### config.mk
export PLATFORM = sky130hd
export DESIGN_NAME = port_injector
export DESIGN_NICKNAME = d
export VERILOG_FILES = /design/src/rtl/port_injector.sv
export SDC_FILE = /design/constraint.sdc
export NUM_CORES = 1
export LEC_CHECK = 0
export BUFFER_PORTS_ARGS = -buffer_cell sky130_fd_sc_hd__buf_4
export CAP_MARGIN = 20
export CORE_MARGIN = 1
export CORE_UTILIZATION = 42
export CTS_BUF_LIST = sky130_fd_sc_hd__clkbuf_4 sky130_fd_sc_hd__clkbuf_8 sky130_fd_sc_hd__clkbuf_16
export CTS_CLUSTER_DIAMETER = 40
export DETAILED_ROUTE_END_ITERATION = 6
export GPL_ROUTABILITY_DRIVEN = 0
export SKIP_LAST_GASP = 1
export SLEW_MARGIN = 10
export SYNTH_ARGS = -nofsm -noshare
export SYNTH_HDL_FRONTEND = slang
export SYNTH_SLANG_ARGS = --single-unit
### constraint.sdc
create_clock -name clk -period 3.7 [get_ports clk]
set_input_delay 0.185 -clock clk [delete_from_list [all_inputs] [get_ports clk]]
set_output_delay 0.185 -clock clk [all_outputs]
set_load 0.01 [all_outputs]
### src/rtl/port_injector.sv
// Bus-loaded byte injector: four independent FIFOs, one for each switch input port.
// Each FIFO is filled over Avalon-MM and drained through a valid/ready handshake.
module port_injector #(
  parameter int DEPTH = 16
) (
  input  logic       clk,
  input  logic       reset_n,
  input  logic       chipselect,
  input  logic       write,
  input  logic       read,
  input  logic [2:0] address,
  input  logic [7:0] writedata,
  output logic [7:0] readdata,
  output logic [7:0] data0,
  output logic [7:0] data1,
  output logic [7:0] data2,
  output logic [7:0] data3,
  output logic       en0,
  output logic       en1,
  output logic       en2,
  output logic       en3,
  input  logic       ready0,
  input  logic       ready1,
  input  logic       ready2,
  input  logic       ready3
);

  localparam int AW = $clog2(DEPTH);
  localparam logic [AW:0] LVL_FULL = (AW + 1)'(DEPTH);

  logic [7:0]    mem    [4][DEPTH];
  logic [AW-1:0] rd_ptr [4];
  logic [AW-1:0] wr_ptr [4];
  logic [AW:0]   level  [4];
  logic [7:0]    head   [4];

  logic [3:0] mask, ovf;
  logic [3:0] rdy, en, empty, full, push, pop, flush, ovf_set, ovf_clr;
  logic       wr_en, rd_en;
  logic [7:0] rd_mux;

  assign wr_en = chipselect && write;
  assign rd_en = chipselect && read;

  always_comb begin
    rdy = {ready3, ready2, ready1, ready0};
    for (int i = 0; i < 4; i++) begin
      empty[i]   = (level[i] == '0);
      full[i]    = (level[i] == LVL_FULL);
      en[i]      = mask[i] && !empty[i];
      pop[i]     = en[i] && rdy[i];
      push[i]    = wr_en && (address == i[2:0]) && !full[i];
      // A full FIFO refuses the byte even if the same edge pops it.
      ovf_set[i] = wr_en && (address == i[2:0]) && full[i];
      ovf_clr[i] = wr_en && (address == 3'd5) && writedata[i];
      flush[i]   = wr_en && (address == 3'd6) && writedata[i];
      // Gate on empty so reset and flushed FIFOs never expose stale storage.
      head[i]    = empty[i] ? 8'h00 : mem[i][rd_ptr[i]];
    end
  end

  always_comb begin
    rd_mux = 8'h00;
    case (address)
      3'd0, 3'd1, 3'd2, 3'd3: rd_mux = 8'(level[address[1:0]]);
      3'd4:                   rd_mux = {4'b0000, mask};
      3'd5:                   rd_mux = {empty, ovf};
      default:                rd_mux = 8'h00;
    endcase
  end

  always_ff @(posedge clk) begin
    for (int i = 0; i < 4; i++) begin
      if (push[i]) mem[i][wr_ptr[i]] <= writedata;
    end
  end

  always_ff @(posedge clk or negedge reset_n) begin
    if (!reset_n) begin
      for (int i = 0; i < 4; i++) begin
        rd_ptr[i] <= '0;
        wr_ptr[i] <= '0;
        level[i]  <= '0;
      end
      mask     <= 4'h0;
      ovf      <= 4'h0;
      readdata <= 8'h00;
    end else begin
      if (wr_en && (address == 3'd4)) mask <= writedata[3:0];
      ovf <= (ovf & ~ovf_clr) | ovf_set;
      for (int i = 0; i < 4; i++) begin
        if (flush[i]) begin
          rd_ptr[i] <= '0;
          wr_ptr[i] <= '0;
          level[i]  <= '0;
        end else begin
          if (push[i]) wr_ptr[i] <= wr_ptr[i] + 1'b1;
          if (pop[i])  rd_ptr[i] <= rd_ptr[i] + 1'b1;
          case ({push[i], pop[i]})
            2'b10:   level[i] <= level[i] + 1'b1;
            2'b01:   level[i] <= level[i] - 1'b1;
            default: level[i] <= level[i];
          endcase
        end
      end
      if (rd_en) readdata <= rd_mux;
    end
  end

  assign data0 = head[0];
  assign data1 = head[1];
  assign data2 = head[2];
  assign data3 = head[3];
  assign en0   = en[0];
  assign en1   = en[1];
  assign en2   = en[2];
  assign en3   = en[3];

endmodule

==> out/metrics.cfg, run 1 <==
[setup_path]
worst_setup_path_end_kind=output port
worst_path_largest_cell_delay_ns=0.72
path_cells=buf_4, mux4_2, mux4_2, nor2b_1, buf_4
cp-start-kind=flip-flop
path_class=reg2out
required_ns=3.51
cp_max_fo=17
crit_slowest_cell=dfrtp_2
crit_arrival_ns=3.06

[hold_path]
hold_path.class=in2reg

[drt]
ant_nets=0
via_per_inst=5.422
drt_pass1_iterations=5
num_vias=12350
drtIter0Drc=1004
drc=0
wl_per_cell_um=23.34
wl_mm=53.17

[sta]
slew-limit-headroom_pct=26.06
fin_skew_ns=0.04518
drv_slew=0
report.final.setup_viol=0
period_share_pct=87.76
worst_slew_pin_slew_ns=1.101
rsz0062_at_grt=no
layout_min_cycle_time_ns=3.247
finalHoldViolCount=0
fmax_ghz=0.3080
fin_tns_setup_ns=0

[placed_design]
port-buffer-count=63
dp_cells=2111
placed_area_um2=25900
dp_hpwl_mm=31.96

[grt]
grt_max_degree=69
grt_pass1_vias=12800
grt_first_pass_wirelength_mm=81.44
overflow=0
antenna_found_initial=3
grt_use_total_pct=18.49

[cells_and_area]
nets=1496
final_cells=2278
fill_cells=4546
fin_util_pct=50.94
area_delta_synth_final_pct=18.85
multi_input_area_um2=6837
drive_gt1_share_pct=30.41
seq_area_um2=17080
final_area_um2=29000

[run_status]
status=finished clean

[synthesis]
yosys.area_share.adder_pct=1.436
synthMuxAreaShare_pct=16.21
synth_top_cell_by_area=edfxtp_1
synth_xor_area_share_pct=1.436
syn_area_per_cell_um2=18.73
ys_top_cells_by_area=edfxtp_1 (63%), mux4_2 (13%), dfrtp_1 (7.0%), mux4_1 (2.3%), nor2_1 (1.7%)
synth-seq-cells=580
ys_seq_area_share_pct=69.98
synth_edf_count=512
ys_types=57
synth_top_area_share_pct=63.00
synth_cells=1303
synth.most_common_cell=edfxtp_1
synthArstFlopShare_pct=11.72
ys_warn_count=0
synth-compound-area-share_pct=2.676
synth_commonest_cells=edfxtp_1 (512), mux4_2 (144), nor2_1 (112)
synth_top_family_by_area=multiplexers
synthFlopType=edfxtp_1
synthesis.area_um2=24400
synth_nets=1351
yosys.area_share.simple_pct=6.260

[clocking]
clock-sinks=580
clkLatencyLatePin_ns=0.63
cts_tree=yes
cts_max_path_buffers=3
ctsRootBufferMaster=clkbuf_16
cts_resized=0
ctsHoldBuffers=5
cts_buffers=86
clkTransAtPathRegs_ns=0.05
htreeDepth=3
cts_setup_buffers=0

[floorplan]
die_w_um=243.0
fp-row-count=87
core-area_um2=56930
start_util_pct=42.86
die-area_um2=59070
die_h_um=243.0
ios=64

[power]
irDropWorstVdd_mv=0.3962
clock_power_share_pct=38.4
p_int_uw=15400
sequentialPowerShare_pct=38.2
power_density_nw_per_um2=749.4
power.switching_uw=6337
switching_share_pct=29.15
leakagePower_uw=0.009915
pwr-share-comb_pct=23.4

[run]
cap_viol_max_count=0

==> path summary, 6_finish.rpt <==
kind / start / to / slack [ns] / depth (start not counted)
max: rd_ptr[0] / data3[6] / 0.45 / 5
min: write / ovf[1] / 0.04 / 6
max reg2reg: level[1] / level[4] / 1.00 / 10
min reg2reg: ovf[1] / ovf[1] / 0.48 / 2
max in group asynchronous: reset_n / rd_ptr[0] / 2.72 / 2
min in group asynchronous: reset_n / rd_ptr[15] / 0.29 / 2
==> per-stage QoR <==
| step | hold slack (ns) | power [uW] | setup slack [ns] |
|---|---|---|---|
| after CTS | 0.01593 | 22030 | 0.3342 |
| after global placement | 0.3922 | 13540 | 1.049 |
| after global routing | 0.05805 | 22710 | 0.2809 |
| after detailed placement | 0.3962 | 13600 | 1.011 |
| after floorplan | -0.1106 | 11930 | 1.210 |
| final | 0.04397 | 21740 | 0.4530 |
==> routing by layer <==
layer / GRT usage, % / wire, um
met5: 0 / 12
met4: 6.881 / 1192
met1: 25.33 / 23080
met3: 3.218 / 2564
met2: 29.68 / 26320
==> cells by family (layout without fill, tap and decap cells) <==
family | count (synthesis) | after routing
other | 0 | 3
flip-flops | 580 | 580
adder cells (fa/ha/maj) | 28 | 28
XOR/XNOR | 40 | 40
AO/OA/AOI/OAI | 84 | 84
multiplexers | 180 | 180
AND/OR/NAND/NOR | 301 | 301
buffers and inverters | 90 | 306
==> state kept, by name, summed over array words and instances (netlist names) <==
register and count:
mem 512, level 20, rd_ptr 16, wr_ptr 16, readdata 8, mask 4, ovf 4
==> layout make-up <==
| cell class | count | share of cell area (%) |
|---|---|---|
| antenna | 3 | 0.02588 |
| tap | 756 | 3.261 |
| timing repair buffer | 125 | 3.451 |
| sequential | 580 | 58.90 |
| inverter | 22 | 0.2847 |
| clock inverter | 59 | 2.705 |
| multi-input combinational | 633 | 23.57 |
| clock buffer | 100 | 7.804 |
==> cells in the final DEF, fill, tap and decap left out, drive strengths merged, types with 23 or more instances in the layout <==
| cell type | count |
|---|---|
| nor2b | 33 |
| ha | 28 |
| edfxtp | 512 |
| inv | 45 |
| nor2 | 113 |
| buf | 120 |
| clkinv | 25 |
| nor3 | 23 |
| clkbuf | 100 |
| nand2 | 60 |
| mux4 | 165 |
| dfrtp | 68 |
| a21oi | 28 |
==> power groups by stage <==
stage          registers (uW)  logic, uW  clock network, uW
2_1_floorplan            7790       4140                  0
3_3_place_gp             8420       5110                  0
3_5_place_dp             8440       5160                  0
4_1_cts                  8320       5190               8520
5_1_grt                  8390       5510               8810
6_report                 8300       5080               8350
==> worst max-delay path, delay by kind of cell (launching register included) <==
kind / cells / cell delay (ns)
DFF: 1 / 0.72
buffers and inverters: 2 / 0.50
muxes: 2 / 1.06
and+or+nand+nor: 1 / 0.16
(Power assumes the default switching activity.)
==> run 2: changes to the inputs <==
clock period = 3.9 ns   (was 3.7 ns; I/O delays follow)
==> run 2 against run 1 <==
Hold slack better by 0.014 ns. Clock power is 1% lower. Clock skew down 0.025 ns. Count of clock-buffer cells in the layout decreased by 2. First-iteration DRC count down 3.7%. Wire length grew 0.77%. Core utilization down 0.050 points. Non-clock buffer count fell by 16. Sequential share of layout area is 0.059 points higher. Register-to-register slack improved by 0.19 ns. Critical path depth is the same. Highest routed layer unchanged.
==> out/metrics.cfg, run 2 (synthesis gave the netlist of run 1 again) <==
[placed_design]
dp_hpwl_mm=32.50  ; +1.7%
dp_cells=2094  ; -0.81%
port-buffer-count=63  ; unchanged
placed_area_um2=25760  ; -0.54%

[setup_path]
worst_setup_path_end_kind=output port
required_ns=3.70  ; +0.19 ns
cp_max_fo=15  ; -2
crit_arrival_ns=3.00  ; -0.06 ns
path_class=reg2out
path_cells=buf_4, mux4_2, mux4_2, nor2b_1, buf_4
cp-start-kind=flip-flop
crit_slowest_cell=dfrtp_2
worst_path_largest_cell_delay_ns=0.65  ; -0.07 ns

[power]
power_density_nw_per_um2=720.5  ; -3.9%
pwr-share-comb_pct=23.2  ; -0.2 points
irDropWorstVdd_mv=0.4048  ; +2.2%
p_int_uw=14870  ; -3.5%
leakagePower_uw=0.009861  ; -0.55%
sequentialPowerShare_pct=37.4  ; -0.8 points
switching_share_pct=28.79  ; -0.36 points
power.switching_uw=6010  ; -5.2%
clock_power_share_pct=39.4  ; +1.0 points

[sta]
fin_skew_ns=0.01972  ; -0.02547 ns
finalHoldViolCount=0  ; unchanged
period_share_pct=81.89
holdWs_ns=0.05792  ; +0.01395 ns
drv_slew=0  ; unchanged
worst_slew_pin_slew_ns=1.125  ; +0.02411 ns
fin_tns_setup_ns=0  ; unchanged
layout_min_cycle_time_ns=3.194
report.final.setup_viol=0  ; unchanged
slew-limit-headroom_pct=24.44  ; -1.6 points
fmax_ghz=0.3131
rsz0062_at_grt=no

[drt]
drt-met1-wl_mm=23.51  ; +1.9%
drc=0  ; unchanged
wl_per_cell_um=23.64  ; +1.3%
num_vias=12490  ; +1.1%
drt_pass1_iterations=5  ; unchanged
top_layer=met5
dr_wl_met2_mm=26.06  ; -1.0%
wl_mm=53.58  ; +0.77%
wl_met3_mm=2.601  ; +1.4%
drtIter0Drc=967  ; -3.7%
via_per_inst=5.509  ; +1.6%
ant_nets=0  ; unchanged

[clocking]
cts_buffers=89  ; +3.5%
cts_setup_buffers=0  ; unchanged
ctsRootBufferMaster=clkbuf_16
cts_tree=yes
clkTransAtPathRegs_ns=0.05  ; about the same
clkLatencyLatePin_ns=0.62  ; about the same
cts_max_path_buffers=3  ; unchanged
htreeDepth=3  ; unchanged
clock-sinks=580  ; unchanged

[cells_and_area]
multi_input_area_um2=6837  ; unchanged
largest_reg_flops=512  ; unchanged
seq_area_um2=17080  ; unchanged
nets=1483  ; -0.87%
fill_cells=4583  ; +0.81%
final_area_um2=28970  ; about the same
drive_gt1_share_pct=29.75  ; -0.66 points
layout_common_cells=edfxtp_1 (512), mux4_2 (144), nor2_1 (112)
area_delta_synth_final_pct=18.73  ; about the same
layout_commonest_cell=edfxtp_1
final_cells=2267  ; -0.48%
fin_util_pct=50.89  ; about the same

[floorplan]
fp-row-count=87  ; unchanged
die_h_um=243.0  ; unchanged
start_util_pct=42.86  ; unchanged
die_w_um=243.0  ; unchanged
die-area_um2=59070  ; unchanged
ios=64  ; unchanged
core-area_um2=56930  ; unchanged

[grt]
grt_use_total_pct=18.64  ; +0.15 points
grt_pass1_vias=12960  ; +1.3%
overflow=0  ; unchanged
grt_first_pass_wirelength_mm=82.03  ; +0.72%
antenna_found_initial=2  ; -1
grt_max_degree=69  ; unchanged

[run]
cap_viol_max_count=0  ; unchanged

[hold_path]
hold_path.class=in2reg

[run_status]
status=finished clean

## run 2: cell count changes in the layout (fill, tap and decap cells not counted), sizes merged
| cell | before | now |
|---|---|---|
| clkinv | 25 | 21 |
| inv | 45 | 51 |
| clkinvlp | 3 | 7 |
| bufinv | 8 | 10 |
| clkbuf | 100 | 98 |
| dlygate4sd3 | 5 | 6 |
| buf | 120 | 103 |
| diode | 3 | 2 |
## run 2: final timing paths
| path | startpoint | end | slack (ns) | depth (start not counted) |
|---|---|---|---|---|
| max | rd_ptr[0] | data3[6] | 0.71 | 5 |
| max reg2reg | level[1] | level[4] | 1.19 | 10 |
| min reg2reg | ovf[1] | ovf[1] | 0.48 | 2 |
| max in group asynchronous | reset_n | rd_ptr[0] | 2.91 | 2 |
| min in group asynchronous | reset_n | rd_ptr[15] | 0.32 | 2 |
| min | address[0] | readdata[4] | 0.06 | 3 |
## run 2: critical path, delay by kind of cell (launching register included)
kind          cells  cell delay [ns]
simple gates      1             0.16
mux               2             1.05
flops             1             0.65
buf+inv           2             0.52
## run 2: per-layer routing
metal	global-route usage, %	vias to the layer above
met2	29.82	320
li1	-	5507
met4	6.789	2
met5	0	-
met3	3.406	87
met1	25.58	6574
## run 2: metrics by stage
step	setup slack (ns)	power [uW]
final	0.7065	20880
after global routing	0.5570	21770
after CTS	0.6173	21130
after detailed placement	1.201	12850
after global placement	1.222	12820
after floorplan	1.410	11320
## run 2: layout make-up
| type | instances | area share (%) |
|---|---|---|
| antenna | 2 | 0.01727 |
| clock buffer | 98 | 8.062 |
| clock inverter | 67 | 2.816 |
| inverter | 22 | 0.2850 |
| multi-input combinational | 633 | 23.60 |
| sequential | 580 | 58.95 |
| tap | 756 | 3.265 |
| timing repair buffer | 109 | 3.006 |
## run 2: timing repair
| action | CTS | global route |
|---|---|---|
| gates resized for setup | 0 | 0 |
| endpoints found under the setup margin | 0 | 0 |
| hold endpoints to repair | 99 | 0 |
| hold buffers | 6 | 0 |
## run 2: power by group through the flow
stage               combinational, uW  clock [uW]  sequential, uW
global placement                 4890           0            7920
finish                           4840        8230            7800
floorplan                        3930           0            7390
CTS                              4950        8360            7810
detailed placement               4920           0            7930
global route                     5260        8620            7880
